$ cat config.mk
export PLATFORM = sky130hd
export DESIGN_NAME = mmio_event_hub
export DESIGN_NICKNAME = d
export VERILOG_FILES = /design/src/rtl/mmio_event_hub.sv
export SDC_FILE = /design/constraint.sdc
export NUM_CORES = 1
export LEC_CHECK = 0
export CORE_UTILIZATION = 35
export CTS_BUF_LIST = sky130_fd_sc_hd__clkbuf_8
export DETAILED_ROUTE_END_ITERATION = 10
export PLACE_DENSITY = 0.57
export SLEW_MARGIN = 15
export SYNTH_ARGS = -nofsm -noshare
export SYNTH_HDL_FRONTEND = slang
export SYNTH_SLANG_ARGS = --single-unit
$ cat constraint.sdc
create_clock -name clock -period 1.9 [get_ports clock]
set_input_delay 0.285 -clock clock [delete_from_list [all_inputs] [get_ports clock]]
set_output_delay 0.285 -clock clock [all_outputs]
set_load 0.01 [all_outputs]
$ cat src/rtl/mmio_event_hub.sv
// mmio_event_hub: memory-mapped sensor front end.
// Each channel is synchronised, debounced and rising-edge detected into a
// sticky pending bit plus a saturating event counter. The CPU reads status
// through a 16-word read window and acks events through a 16-word write window.
// Optional build macro: EVENT_HUB_OVERFLOW_EN adds a sticky per-channel
// overflow flag (missed ack or saturated counter), read back as bit2.

module mmio_event_hub_lane #(
  parameter int DEBOUNCE_CYCLES = 30000,
  parameter int CNT_W           = 8,
  parameter int ACTIVE_LOW      = 1
) (
  input  logic             clock,
  input  logic             reset_n,
  input  logic             sense,
  input  logic             clr_pend,
  input  logic             clr_cnt,
  input  logic             clr_ovf,
  output logic             level,
  output logic             pending,
  output logic             overflow,
  output logic [CNT_W-1:0] count
);
  localparam int   DB_W     = $clog2(DEBOUNCE_CYCLES + 1);
  // Raw pin value that means "inactive"; synchroniser resets to it.
  localparam logic IDLE_RAW = (ACTIVE_LOW != 0);

  logic [1:0]      sync;
  logic [DB_W-1:0] db_cnt;
  logic            act, toggle, rise, sat;

  assign act    = sync[1] ^ IDLE_RAW;
  assign toggle = (act != level) && (db_cnt == DB_W'(DEBOUNCE_CYCLES));
  assign rise   = toggle && !level;
  assign sat    = &count;

  // Two-flop synchroniser for the asynchronous pin.
  always_ff @(posedge clock) begin
    if (!reset_n) sync <= {2{IDLE_RAW}};
    else          sync <= {sync[0], sense};
  end

  // Debounce: count consecutive disagreeing cycles, flip level once stable.
  always_ff @(posedge clock) begin
    if (!reset_n) begin
      db_cnt <= '0;
      level  <= 1'b0;
    end else if (act != level) begin
      if (toggle) begin
        db_cnt <= '0;
        level  <= ~level;
      end else begin
        db_cnt <= db_cnt + 1'b1;
      end
    end else begin
      db_cnt <= '0;
    end
  end

  // Sticky pending; an event in the same cycle beats an ack.
  always_ff @(posedge clock) begin
    if (!reset_n)      pending <= 1'b0;
    else if (rise)     pending <= 1'b1;
    else if (clr_pend) pending <= 1'b0;
  end

  // Saturating event counter; a clear racing an event leaves a count of 1.
  always_ff @(posedge clock) begin
    if (!reset_n)     count <= '0;
    else if (rise)    count <= clr_cnt ? CNT_W'(1) : (sat ? count : count + 1'b1);
    else if (clr_cnt) count <= '0;
  end

`ifdef EVENT_HUB_OVERFLOW_EN
  // Overflow: event arrived while unacked or with the counter pinned.
  always_ff @(posedge clock) begin
    if (!reset_n)                  overflow <= 1'b0;
    else if (rise && (pending || sat)) overflow <= 1'b1;
    else if (clr_ovf)              overflow <= 1'b0;
  end
`else
  logic unused_clr_ovf;
  assign unused_clr_ovf = clr_ovf;
  assign overflow       = 1'b0;
`endif
endmodule

module mmio_event_hub #(
  parameter int CHANNELS        = 4,
  parameter int DEBOUNCE_CYCLES = 30000,
  parameter int CNT_W           = 8,
  parameter int ACTIVE_LOW      = 1,
  parameter int READ_BASE       = 0,
  parameter int ACK_BASE        = 32
) (
  input  logic                clock,
  input  logic                reset_n,
  input  logic [CHANNELS-1:0] sense,
  input  logic [11:0]         addr,
  input  logic                wren,
  input  logic [31:0]         wdata,
  output logic [31:0]         rdata,
  output logic                hit,
  output logic                pending_any,
  output logic [CHANNELS-1:0] level
);
  localparam logic [7:0] RD_PAGE  = 8'(READ_BASE >> 4);
  localparam logic [7:0] ACK_PAGE = 8'(ACK_BASE >> 4);

  logic [3:0]                      word;
  logic                            ack_hit;
  logic [CHANNELS-1:0]             pending, overflow, clr_pend, clr_cnt, clr_ovf;
  logic [CHANNELS-1:0][CNT_W-1:0]  count;
  logic [CHANNELS-1:0][31:0]       status;
  logic                            unused_wdata;

  assign word         = addr[3:0];
  assign hit          = (addr[11:4] == RD_PAGE);
  assign ack_hit      = wren && (addr[11:4] == ACK_PAGE);
  assign pending_any  = |pending;
  assign unused_wdata = ^wdata;

  generate
    for (genvar i = 0; i < CHANNELS; i++) begin : g_lane
      // Word i acks individual fields; word 15 is a bulk pending-clear mask.
      assign clr_pend[i] = ack_hit && ((word == 4'(i) && wdata[0]) || (word == 4'hF && wdata[i]));
      assign clr_cnt[i]  = ack_hit && (word == 4'(i)) && wdata[1];
      assign clr_ovf[i]  = ack_hit && (word == 4'(i)) && wdata[2];
      assign status[i]   = 32'({count[i], 5'b0, overflow[i], level[i], pending[i]});

      mmio_event_hub_lane #(
        .DEBOUNCE_CYCLES(DEBOUNCE_CYCLES),
        .CNT_W          (CNT_W),
        .ACTIVE_LOW     (ACTIVE_LOW)
      ) u_lane (
        .clock   (clock),
        .reset_n (reset_n),
        .sense   (sense[i]),
        .clr_pend(clr_pend[i]),
        .clr_cnt (clr_cnt[i]),
        .clr_ovf (clr_ovf[i]),
        .level   (level[i]),
        .pending (pending[i]),
        .overflow(overflow[i]),
        .count   (count[i])
      );
    end
  endgenerate

  // Combinational read mux: per-channel status, pending mask at word 15.
  always_comb begin
    rdata = '0;
    if (hit) begin
      if (word == 4'hF) rdata = 32'(pending);
      else
        for (int i = 0; i < CHANNELS; i++)
          if (word == 4'(i)) rdata = status[i];
    end
  end
endmodule
==> flow_metrics.env, run 1 <==
export IMPL_synthesis_area_sq_mm=0.00576
export IMPL_cts_sinks=108
export IMPL_dp_hpwl_um=11100
export IMPL_avgSynthCellArea_sq_um=8.44
export IMPL_finalPower_mw=3.93
export IMPL_critPathLaunchType="flip-flop"
export IMPL_initialDrtViolationCount=394
export IMPL_fin_skew_ns=0.0179
export IMPL_period_share_pct=104
export IMPL_final_cell_mix="101 x dfxtp_1, 93 x buf_4, 71 x nor2_1"
export IMPL_slew_viol_final=0
export IMPL_cellLeakagePower_nw=2.58
export IMPL_powerDensity_mw_per_mm2=531
export IMPL_setup_violations=4
export IMPL_core_sq_mm=0.0159
export IMPL_drv_cap=0
export IMPL_antenna_cells=0
export IMPL_wl_per_cell_um=14.6
export IMPL_setup_slack_ns=-0.0740
export IMPL_drc=0
export IMPL_synth_cells=682
export IMPL_n_fill_cell=1534
export IMPL_vias=5528
export IMPL_drive_gt1_share_pct=23.0
export IMPL_grt_max_degree=20
export IMPL_worstMarginPinSlew_ns=0.558
export IMPL_grt_use_total_pct=18.0
export IMPL_violations="negative setup slack"
export IMPL_worst_path_max_fanout=4
export IMPL_cp_data_required_time_ns=2.22
export IMPL_worstPathArrival_ns=2.30
export IMPL_cts_tree="built"
export IMPL_grt_pass1_vias=4941
export IMPL_layout_nets=870
export IMPL_die_x_um=130
export IMPL_end_kind="flip-flop"
export IMPL_dieArea_sq_mm=0.0170
export IMPL_finalHoldViolCount=0
export IMPL_ys_ff_latch=108
export IMPL_via_per_inst=5.39
export IMPL_synth_ff_type="dfxtp_1"
export IMPL_clkSlewWorstSetupHoldPaths_ns=0.11
export IMPL_grt_pass1_wl_um=23700
export IMPL_synth_yosys_seq_area_share_pct=37.6
export IMPL_start_util_pct=36.1
export IMPL_htree_num_levels=3
export IMPL_cts_root_buf="clkbuf_8"
export IMPL_ioPinCount=89
export IMPL_status="finished, violations left"
export IMPL_syn2layout_area_growth_pct=28.6
export IMPL_dr_pass1_iters=6
export IMPL_totalWireLength_um=15000
export IMPL_ys_warn_count=0
export IMPL_antenna_found_initial=0
export IMPL_cts_buffer_depth=2
export IMPL_critPathKind="reg -> reg"
export IMPL_layout_min_cycle_time_ns=1.97
export IMPL_max_slew_margin_rel_pct=62.5
export IMPL_synth_edff_count=0
export IMPL_rsz0062_at_grt="yes"
export IMPL_ir_drop_v=0.000318
export IMPL_numCtsBuffers=9
export IMPL_final_common_cell="dfxtp_1"
export IMPL_overflow=0
export IMPL_postRouteAntennaNets=0
export IMPL_fp_row_count=46
export IMPL_die_h_um=130
export IMPL_ys_types=60
export IMPL_async_flop_share_pct=0
export IMPL_hp_class="reg -> reg"
export IMPL_max_freq_ghz=0.507
export IMPL_clock_latency_ns=0.39
export IMPL_portBuffers=40
export IMPL_place_congestion=0.855
export IMPL_post_place_ws_ns=-0.761
export IMPL_cts_hold_buf=0
==> layout make-up <==
class	count	area [sq um]	area share [%]
clock buffers	10	138	1.86
repair buffers	140	1120	15.1
multi-input cells	526	3580	48.4
clock inverters	3	40.0	0.541
well taps	216	270	3.65
inverters	22	82.6	1.12
flip-flops and latches	108	2170	29.3
==> worst paths after layout <==
kind / slack [ns] / cells past startpoint / start / to
setup / recovery: -0.07 / 4 / g_lane[2].u_lane.db_cnt[11] / g_lane[2].u_lane.count[4]
hold / removal: 0.40 / 1 / g_lane[1].u_lane.sync[0] / g_lane[1].u_lane.sync[1]
setup reg to reg: -0.07 / 4 / g_lane[2].u_lane.db_cnt[11] / g_lane[2].u_lane.count[4]
hold reg to reg: 0.40 / 1 / g_lane[1].u_lane.sync[0] / g_lane[1].u_lane.sync[1]
==> cells in the mapped netlist (13+ instances only) <==
cell	instances	area (sq um)
a21oi_1	33	165
and4_1	13	114
buf_4	24	180
clkbuf_1	19	71.3
dfxtp_1	108	2160
inv_1	22	82.6
nand2_1	44	165
nand2b_1	15	93.8
nand3_1	30	150
nand3b_1	13	97.6
nand4_1	32	200
nor2_1	73	274
nor3_1	15	75.1
o21ai_0	23	115
o31ai_1	13	97.6
or4_1	14	105
xnor2_1	23	201
xor2_1	24	210
==> state kept, by name, indices dropped and copies added (netlist names) <==
| signal | flops |
|---|---|
| g_lane.u_lane.count | 32 |
| g_lane.u_lane.db_cnt | 60 |
| g_lane.u_lane.level | 4 |
| g_lane.u_lane.pending | 4 |
| g_lane.u_lane.sync | 8 |
==> power breakdown <==
| group | internal, mW | switching [mW] | total [mW] |
|---|---|---|---|
| clock network | 0.621 | 0.777 | 1.40 |
| registers | 2.27 | 0.00574 | 2.28 |
| logic | 0.114 | 0.142 | 0.256 |
==> metrics by stage <==
stage	cell area, sq um	cells	TNS (ns)	hold slack, ns	util, %
final	7400	1025	-0.175	0.397	46.4
after global routing	7400	1025	-0.726	0.428	46.4
after CTS	7220	1019	-0.317	0.407	45.3
after detailed placement	6950	1002	-14.15	0.392	43.6
after global placement	6950	1002	-12.99	0.391	43.6
after floorplan	5840	701	-0.180	0.386	-
==> cells by family (layout without fill, tap and decap cells) <==
logic type | Yosys count | in the layout | share of synthesized area (%)
AND/OR/NAND/NOR | 317 | 317 | 31.2
flip-flops | 108 | 108 | 37.6
other | 1 | 20 | 0.0651
buffers and inverters | 67 | 175 | 5.96
AO/OA/AOI/OAI | 119 | 119 | 13.5
multiplexers | 11 | 11 | 1.93
adder cells (fa/ha/maj) | 12 | 12 | 2.61
XOR/XNOR | 47 | 47 | 7.15
==> critical path: stages (launching register included) <==
cell and delay, ns:
dfxtp_2 0.33, or4_4 0.55, or4_4 0.47, or4_4 0.44, a21oi_2 0.12
==> routing by layer <==
layer | part of all wire (%) | GRT usage [%] | wire, um
met1 | 48 | 24.5 | 7150
met2 | 44 | 27.4 | 6620
met3 | 5.9 | 3.20 | 886
met4 | 2.1 | 8.21 | 310
met5 | 0 | 0 | 0
==> timing repair <==
| item | in CTS | in global routing |
|---|---|---|
| endpoints found under the setup margin | 39 | 36 |
| pin swaps | 16 | 21 |
| resized for setup | 93 | 41 |
| buffers inserted | 4 | 6 |
Note: power is estimated with default switching activity, not from simulation.
==> run 2, diff against run 1 <==
--- a/constraint.sdc
+++ b/constraint.sdc
@@ -3,2 +3,2 @@
 set_output_delay 0.285 -clock clock [all_outputs]
-set_load 0.01 [all_outputs]
+set_load 0.05 [all_outputs]
==> flow_metrics.env, run 2 (synthesized netlist as in run 1, its figures left out) <==
export IMPL_grt_pass1_wl_um=24600
export IMPL_placedInstanceArea_sq_mm=0.00712
export IMPL_setup_violations=2
export IMPL_totalWireLength_um=15400
export IMPL_fin_skew_ns=0.0183
export IMPL_grt_max_degree=20
export IMPL_worstPathArrival_ns=1.73
export IMPL_overflow=0
export IMPL_final_cell_mix="111 x buf_4, 92 x dfxtp_1, 70 x nor2_1"
export IMPL_fin_area_sq_mm=0.00778
export IMPL_dp_hpwl_um=11400
export IMPL_core_sq_mm=0.0159
export IMPL_period_share_pct=106
export IMPL_postRouteAntennaNets=0
export IMPL_path_cells="buf_6 > mux2i_4 > o2bb2ai_1 > a222oi_1 > nor2_2 > buf_12"
export IMPL_fp_row_count=46
export IMPL_cts_buffer_depth=2
export IMPL_grt_use_total_pct=18.4
export IMPL_antenna_found_initial=0
export IMPL_via_per_inst=5.33
export IMPL_cts_sinks=108
export IMPL_netSwitchingPower_mw=1.08
export IMPL_clkSlewWorstSetupHoldPaths_ns=0.12
export IMPL_initialDrtViolationCount=404
export IMPL_pwr_share_seq_pct=55.6
export IMPL_hp_class="reg -> reg"
export IMPL_cp_slowest_stage_delay_ns=0.36
export IMPL_powerDensity_mw_per_mm2=526
export IMPL_critPathKind="reg -> out"
export IMPL_worstMarginPinSlew_ns=0.551
export IMPL_power_frac_clock_pct=35.8
export IMPL_vias=5548
export IMPL_rsz0062_at_grt="yes"
export IMPL_cellLeakagePower_nw=2.62
export IMPL_ir_drop_v=0.000288
export IMPL_max_freq_ghz=0.495
export IMPL_slew_viol_final=0
export IMPL_violations="negative setup slack"
export IMPL_p_sw_share_pct=26.3
export IMPL_largest_reg_flops=60
export IMPL_wl_per_cell_um=14.8
export IMPL_fin_util_pct=48.8
export IMPL_ioPinCount=89
export IMPL_drv_cap=0
export IMPL_cts_root_buf="clkbuf_8"
export IMPL_critPathLaunchType="flip-flop"
export IMPL_drc=0
export IMPL_layout_nets=883
export IMPL_worst_path_max_fanout=4
export IMPL_numCtsBuffers=9
export IMPL_drive_gt1_share_pct=27.9
export IMPL_htree_num_levels=3
export IMPL_setup_tns_ns=-0.138
export IMPL_antenna_cells=0
export IMPL_finalHoldViolCount=0
export IMPL_dieArea_sq_mm=0.0170
export IMPL_status="finished, violations left"
export IMPL_setup_slack_ns=-0.119
export IMPL_pwr_share_comb_pct=8.7
export IMPL_post_place_ws_ns=-0.385
export IMPL_start_util_pct=36.1
export IMPL_die_x_um=130
export IMPL_largest_registers="g_lane.u_lane.db_cnt x60, g_lane.u_lane.count x32, g_lane.u_lane.sync x8"
export IMPL_syn2layout_area_growth_pct=35.1
export IMPL_layout_min_cycle_time_ns=2.02
export IMPL_dr_pass1_iters=6
export IMPL_power_internal_mw=3.02
export IMPL_max_slew_margin_rel_pct=63.2
export IMPL_end_kind="output port"
export IMPL_cts_tree="built"
export IMPL_clock_latency_ns=0.39
export IMPL_die_h_um=130
export IMPL_cp_data_required_time_ns=1.62
export IMPL_final_common_cell="buf_4"
export IMPL_largest_register="g_lane.u_lane.db_cnt"
export IMPL_grt_pass1_vias=5166
export IMPL_place_congestion=0.847
export IMPL_slowest_stage="a222oi_1"
export IMPL_portBuffers=40
==> run 2: per-layer routing <==
layer / vias to the layer above / GRT usage, % / part of all wire, %
met5: - / 0 / 0
li1: 2753 / - / -
met2: 104 / 34.3 / 52
met3: 16 / 4.67 / 3.9
met1: 2675 / 20.9 / 43
met4: 0 / 4.31 / 1.2
==> run 2: worst paths after layout <==
path | from | slack, ns | end | cells past startpoint
setup reg to reg | g_lane[2].u_lane.db_cnt[11] | -0.02 | g_lane[2].u_lane.count[4] | 4
hold reg to reg | g_lane[0].u_lane.sync[0] | 0.40 | g_lane[0].u_lane.sync[1] | 1
hold / removal | g_lane[0].u_lane.sync[0] | 0.40 | g_lane[0].u_lane.sync[1] | 1
setup / recovery | g_lane[0].u_lane.level | -0.12 | rdata[1] | 6
==> run 2: layout make-up <==
type | instances | area [sq um]
clock buffer | 9 | 124
clock inverter | 7 | 77.6
fill | 1527 | 8170
inverter | 22 | 86.3
multi-input combinational | 527 | 3680
sequential | 108 | 2190
tap | 216 | 270
timing repair buffer | 152 | 1350
==> run 2: power by group through the flow <==
stage                     Clock (mW)  Combinational [mW]  Sequential (mW)
after floorplan                    0               0.228             2.33
after global placement             0               0.330             2.33
after detailed placement           0               0.333             2.33
after CTS                       1.52               0.347             2.28
after global routing            1.61               0.381             2.28
final                           1.46               0.355             2.27
==> run 2: critical path, delay by kind of cell, from the launching register on <==
family | cells | cell delay, ns
multiplexers | 1 | 0.15
buffers and inverters | 2 | 0.29
flip-flops | 1 | 0.34
AND/OR/NAND/NOR | 1 | 0.12
AO/OA/AOI/OAI | 2 | 0.45
==> run 2: timing repair <==
action,CTS,global route
hold buffers,0,0
pin swaps,17,27
endpoints found under the hold margin,0,0
buffers inserted,11,16
gates cloned,0,1
setup endpoints to repair,21,50
resized for setup,59,53
==> run 2: through the flow <==
step                      cells  hold WS (ns)  power [mW]
after floorplan             701         0.386        2.56
after global placement     1001         0.395        2.66
after detailed placement   1001         0.401        2.66
after CTS                  1026         0.416        4.14
after global routing       1041         0.427        4.27
final                      1041         0.405        4.09
==> run 3, diff against run 2 <==
- CTS_CLUSTER_DIAMETER: not set -> 150
==> results of run 3 <==
The final DEF is identical to that of run 2; final timing and power are the same.
